**src/rtl/fetch_unit.sv**
```systemverilog
// PC register and instruction-fetch sequencer for the single-cycle core:
// fetches over a req/ack port, holds one execute window, then commits next PC.
module fetch_unit #(
  parameter int              XLEN      = 64,
  parameter logic [XLEN-1:0] RESET_PC  = '0,
  parameter logic [31:0]     NOP_INSTR = 32'h0000_0013
) (
  input  logic            clk,
  input  logic            reset,
  input  logic [1:0]      pc_src,
  input  logic [XLEN-1:0] imm_ext,
  input  logic [XLEN-1:0] alu_result,
  input  logic            ecall,
  input  logic            exec_stall,
  output logic            imem_req,
  output logic [XLEN-1:0] imem_addr,
  input  logic            imem_ack,
  input  logic [31:0]     imem_rdata,
  input  logic            imem_err,
  output logic [31:0]     instr,
  output logic [XLEN-1:0] pc,
  output logic [XLEN-1:0] pc_plus4,
  output logic            instr_valid,
  output logic            halted,
  output logic            fault,
  output logic [1:0]      fault_cause,
  output logic [63:0]     instret
);

  typedef enum logic [1:0] {BOOT, FETCH, EXEC, HALT} state_t;

  state_t          state, state_nx;
  logic [XLEN-1:0] target;
  logic            retire;
  logic            misaligned;
  logic            fetch_ok;
  logic            fetch_bad;

  assign pc_plus4  = pc + XLEN'(4);
  assign imem_addr = pc;

  always_comb begin
    case (pc_src)
      2'b00:   target = pc_plus4;
      2'b01:   target = pc + imm_ext;
      default: target = {alu_result[XLEN-1:1], 1'b0};
    endcase
  end

  assign misaligned = target[1];
  assign retire     = (state == EXEC) && !exec_stall;
  assign fetch_ok   = (state == FETCH) && imem_ack && !imem_err;
  assign fetch_bad  = (state == FETCH) && imem_ack && imem_err;

  always_comb begin
    // NOTE: every output gets a default first so no path leaves it unassigned and infers a latch.
    state_nx    = state;
    imem_req    = 1'b0;
    instr_valid = 1'b0;
    case (state)
      BOOT:  state_nx = FETCH;
      FETCH: begin
        imem_req = 1'b1;
        if (imem_ack) state_nx = imem_err ? HALT : EXEC;
      end
      EXEC: begin
        instr_valid = 1'b1;
        if (!exec_stall) state_nx = (ecall || misaligned) ? HALT : FETCH;
      end
      default: state_nx = HALT;
    endcase
  end

  // NOTE: sequential state uses non-blocking assignment so all registers update from pre-edge values.
  always_ff @(posedge clk or posedge reset) begin
    if (reset) state <= BOOT;
    else       state <= state_nx;
  end

  always_ff @(posedge clk or posedge reset) begin
    if (reset) begin
      pc          <= RESET_PC;
      instr       <= NOP_INSTR;
      halted      <= 1'b0;
      fault       <= 1'b0;
      fault_cause <= 2'b00;
      instret     <= '0;
    end else begin
      if (fetch_ok) instr <= imem_rdata;
      if (fetch_bad) begin
        fault       <= 1'b1;
        fault_cause <= 2'b01;
        halted      <= 1'b1;
      end
      if (retire) begin
        instret <= instret + 64'd1;
        // ecall wins over the misaligned-target check; pc stays on the halting instruction
        if (ecall) begin
          halted <= 1'b1;
        end else if (misaligned) begin
          fault       <= 1'b1;
          fault_cause <= 2'b10;
          halted      <= 1'b1;
        end else begin
          pc    <= target;
          instr <= NOP_INSTR;
        end
      end
    end
  end

endmodule

```
**config.mk**
```make
export PLATFORM = sky130hd
export DESIGN_NAME = fetch_unit
export DESIGN_NICKNAME = d
export VERILOG_FILES = /design/src/rtl/fetch_unit.sv
export SDC_FILE = /design/constraint.sdc
export NUM_CORES = 1
export LEC_CHECK = 0
export BUFFER_PORTS_ARGS = -buffer_cell sky130_fd_sc_hd__buf_4
export CAP_MARGIN = 10
export CORE_AREA = 5 5 202 204
export DETAILED_ROUTE_END_ITERATION = 16
export DIE_AREA = 0 0 207 209
export PLACE_DENSITY = 0.63
export SLEW_MARGIN = 10
export SYNTH_ARGS = -nofsm -noshare
export SYNTH_HDL_FRONTEND = slang
export SYNTH_SLANG_ARGS = --single-unit
export TNS_END_PERCENT = 50
```
**constraint.sdc**
```tcl
create_clock -name clk -period 13.45 [get_ports clk]
set_clock_uncertainty 0.2 [all_clocks]
set_input_delay 3.3625 -clock clk [delete_from_list [all_inputs] [get_ports clk]]
set_output_delay 3.3625 -clock clk [all_outputs]
set_load 0.005 [all_outputs]
```
==> metrics.md <==
| Metric | Value |
|---|---|
| Peak supply drop | `0.0000701 V` |
| Clk pwr share | `0.322` |
| Register area | `4130 um^2` |
| Avg Vias per Cell | `5.47` |
| Top Ports | `462` |
| Vias post-DR | `13,927` |
| Mux share of post-synthesis cell area | `0.0113` |
| Root Buffer | `clkbuf_16` |
| Final worst slack | `5990 ps` |
| Largest area contributor in the netlist | `dfrtp_1` |
| Synth top area share | `0.304` |
| HP Class | `reg -> reg` |
| Internal | `1.07 mW` |
| Post-CTS sizing | `0` |
| Synthesized flop and latch total | `165` |
| Outcome | `finished, final reports clean` |
| Endpoint class of the critical path | `output pin` |
| Ys Warns | `0` |
| Max Fclk | `0.134 GHz` |
| Post-Place Worst Slack | `5920 ps` |
| Worst Setup Path Type | `reg -> out` |
| Number of global-route vias before repair | `13,682` |
| CTS clk-pin slew, worst paths | `70 ps` |
| Post-route insts no fill | `2,547` |
| Compound-Gate Fraction of Synth Area | `0.211` |
| EDFF count, synth | `0` |
| Min cycle time layout | `7460 ps` |
| Filler cells | `3,945` |
| Main combinational cell family by area after synthesis | `simple AND/OR/NAND/NOR gates` |
| Multi-input logic area | `8240 um^2` |
| Setup total negative slack | `0 ps` |
| Final net count | `2,242` |
| Layout cells sized above 1 | `0.265` |
| Placer Congestion | `0.887` |
| CTS H-tree depth | `4` |
| Core area | `39,100 um^2` |
| Largest net degree at the start of global routing | `105` |
| Final setup fails | `0` |
| DPL Wire Length | `40,500 um` |
| Startpoint types | `register` |
| DIE WIDTH | `207 um` |
| Final Util | `0.443` |
| Leak pwr | `8.31 nW` |
| WP data arrival | `3900 ps` |
| Comb power frac | `0.314` |
| Cts hold-fix bufs | `0` |
| CTS Buf Count | `17` |
| Die H | `209 um` |
| P per Cell Area | `94.6 nW/um^2` |
| Synth Area in Adders | `0.0609` |
| ANT cells | `0` |
| Worst Tran Pin Value | `1040 ps` |
| Maximum fanout along the worst path | `8` |
| Crit share post-route | `0.555` |
| Seq pwr share | `0.364` |
| Area Growth Syn to Fin | `29.6%` |
| Top_reg_cell synth | `dfrtp_1` |
| Normalized max-slew margin | `0.304` |
| DRT antenna net count | `0` |
| XOR/XNOR Fraction of Synth Area | `0.112` |
| RSZ-0062 raised after global routing | `false` |
| Register area share after synthesis | `0.310` |
| CTS tree | `done` |
| Sink Count | `165` |
| First-pass GRT wire length | `81,600 um` |
| Simple-Gate Fraction of Synth Area | `0.220` |
| Switching pwr | `0.565 mW` |
| Final Hold Viols | `0` |
| Setup Fix Bufs, Post-CTS | `0` |
| Starting DRT DRC Count | `973` |
| Die ar. | `43,300 um^2` |
| Post-synth ARST share | `1.00` |
| Initial Util | `0.342` |
| Routed WL per cell | `20.9 um` |
| DRT Pass-1 Iters | `5` |
| Req. time, crit path | `9890 ps` |
| Dominant cells by area after synthesis | `dfrtp_1, xnor2_1, nand2_1` |
| Remaining DRCs | `0` |
| Clk buf depth | `2` |
| Post-Syn Area | `13,400 um^2` |
| Post-placement cell count | `2,515` |
| Mapped Cells | `1,678` |
| DRT Wirelength | `53,200 um` |
| Port bufs | `457` |
| Max cap viols | `0` |
| Hold slack final | `282 ps` |
| Gr ovfl total | `0` |
| Cell Rows | `73` |
| Final Max Tran Viols | `0` |
| Synth unique cells | `83` |
| Sw frac | `0.345` |
| Clk Latency, worst-skew pair | `470 ps` |
| Initial antenna violation count | `0` |
| GRT Overall Usage | `0.236` |
| Avg Inst Size Synth | `7.96 um^2` |
registers in the layout, summed over array words and instances (netlist names):
signal and count:
state 2, fault_cause 2, halted 1, fault 1
instr 32, imem_addr 63, instret 64
layer usage:
metal	GRT usage	vias to the layer above	wire length, um
met5	0	-	0
met4	0.0661	0	1180
met3	0.0392	63	3220
met2	0.412	599	26400
met1	0.302	6694	22500
li1	-	6571	-
area by class of cell:
| class | count | share of cell area |
|---|---|---|
| Multi-Input combinational cell | 1319 | 0.476 |
| Tap cell | 525 | 0.0380 |
| Inverter | 38 | 0.00853 |
| Sequential cell | 165 | 0.239 |
| Timing Repair Buffer | 468 | 0.203 |
| Clock buffer | 20 | 0.0264 |
| Clock inverter | 12 | 0.00911 |
cells in the final DEF, fill, tap and decap left out, drive strengths merged, types with 4 or more instances in the layout:
cell type,instances
inv,44
a21oi,141
xnor2,116
or2,7
mux2i,14
o22ai,11
a21o,39
a221oi,9
clkinv,4
nor4,5
nand4,46
and3,38
or3,9
o221ai,7
o21bai,15
ha,65
o211ai,13
o21ai,111
o21a,9
o31ai,8
nand2b,7
o41ai,4
a211oi,13
buf,468
a31oi,16
a22oi,9
nand3,64
nand2,244
clkbuf,20
dfrtp,162
and2,19
nor3,32
nor2b,7
xor2,55
and4,9
nor2,124
critical path: stages, from the launching register on:
cell	delay, ps
dfrtp_1	570
nand4_2	320
nor4b_2	360
nand3_1	530
nor4_4	670
and3_1	440
nand3_1	140
xnor2_1	220
buf_4	160
cell usage after synthesis, types with 11 or more instances:
| master | number |
|---|---|
| a211oi_1 | 12 |
| a21o_1 | 39 |
| a21oi_1 | 140 |
| a31oi_1 | 16 |
| and2_1 | 18 |
| and3_1 | 38 |
| buf_4 | 68 |
| clkbuf_1 | 79 |
| dfrtp_1 | 162 |
| ha_1 | 65 |
| inv_1 | 38 |
| mux2i_1 | 14 |
| nand2_1 | 243 |
| nand3_1 | 64 |
| nand4_1 | 44 |
| nor2_1 | 123 |
| nor3_1 | 31 |
| o211ai_1 | 13 |
| o21ai_0 | 102 |
| o21bai_1 | 15 |
| o22ai_1 | 11 |
| xnor2_1 | 116 |
| xor2_1 | 55 |
cells by family after synthesis:
group,count (synthesis)
flops,165
simple gates,619
other cells,1
xor+xnor,171
compound gates,446
fa+ha+maj,65
mux,15
buf+inv,196
worst paths after layout:
path	slack, ps	start	cells past startpoint	end
max reg2reg	9160	imem_addr[0]$_DFFE_PP0P_	9	imem_addr[63]$_DFFE_PP0P_
min reg2reg	280	halted$_DFF_PP0_	1	halted$_DFF_PP0_
max in group asynchronous	8560	reset	3	instret[49]$_DFFE_PP0P_
min	280	halted$_DFF_PP0_	1	halted$_DFF_PP0_
max	5990	imem_addr[7]$_DFFE_PP0P_	8	pc_plus4[62]
min in group asynchronous	2910	reset	2	instret[32]$_DFFE_PP0P_
metrics by stage:
step / cell area [um^2] / power [mW]
global placement: 16700 / 1.11
finish: 17300 / 1.64
detailed placement: 16700 / 1.12
global route: 17300 / 1.72
floorplan: 13400 / 0.885
CTS: 17300 / 1.65
power by group through the flow:
stage	Sequential, mW	Combinational (mW)	Clock [mW]
after floorplan	0.587	0.298	0
final	0.595	0.514	0.527
after detailed placement	0.604	0.511	0
after global routing	0.603	0.561	0.559
after global placement	0.602	0.508	0
after CTS	0.595	0.514	0.540
Note: power is estimated with default switching activity, not from simulation.
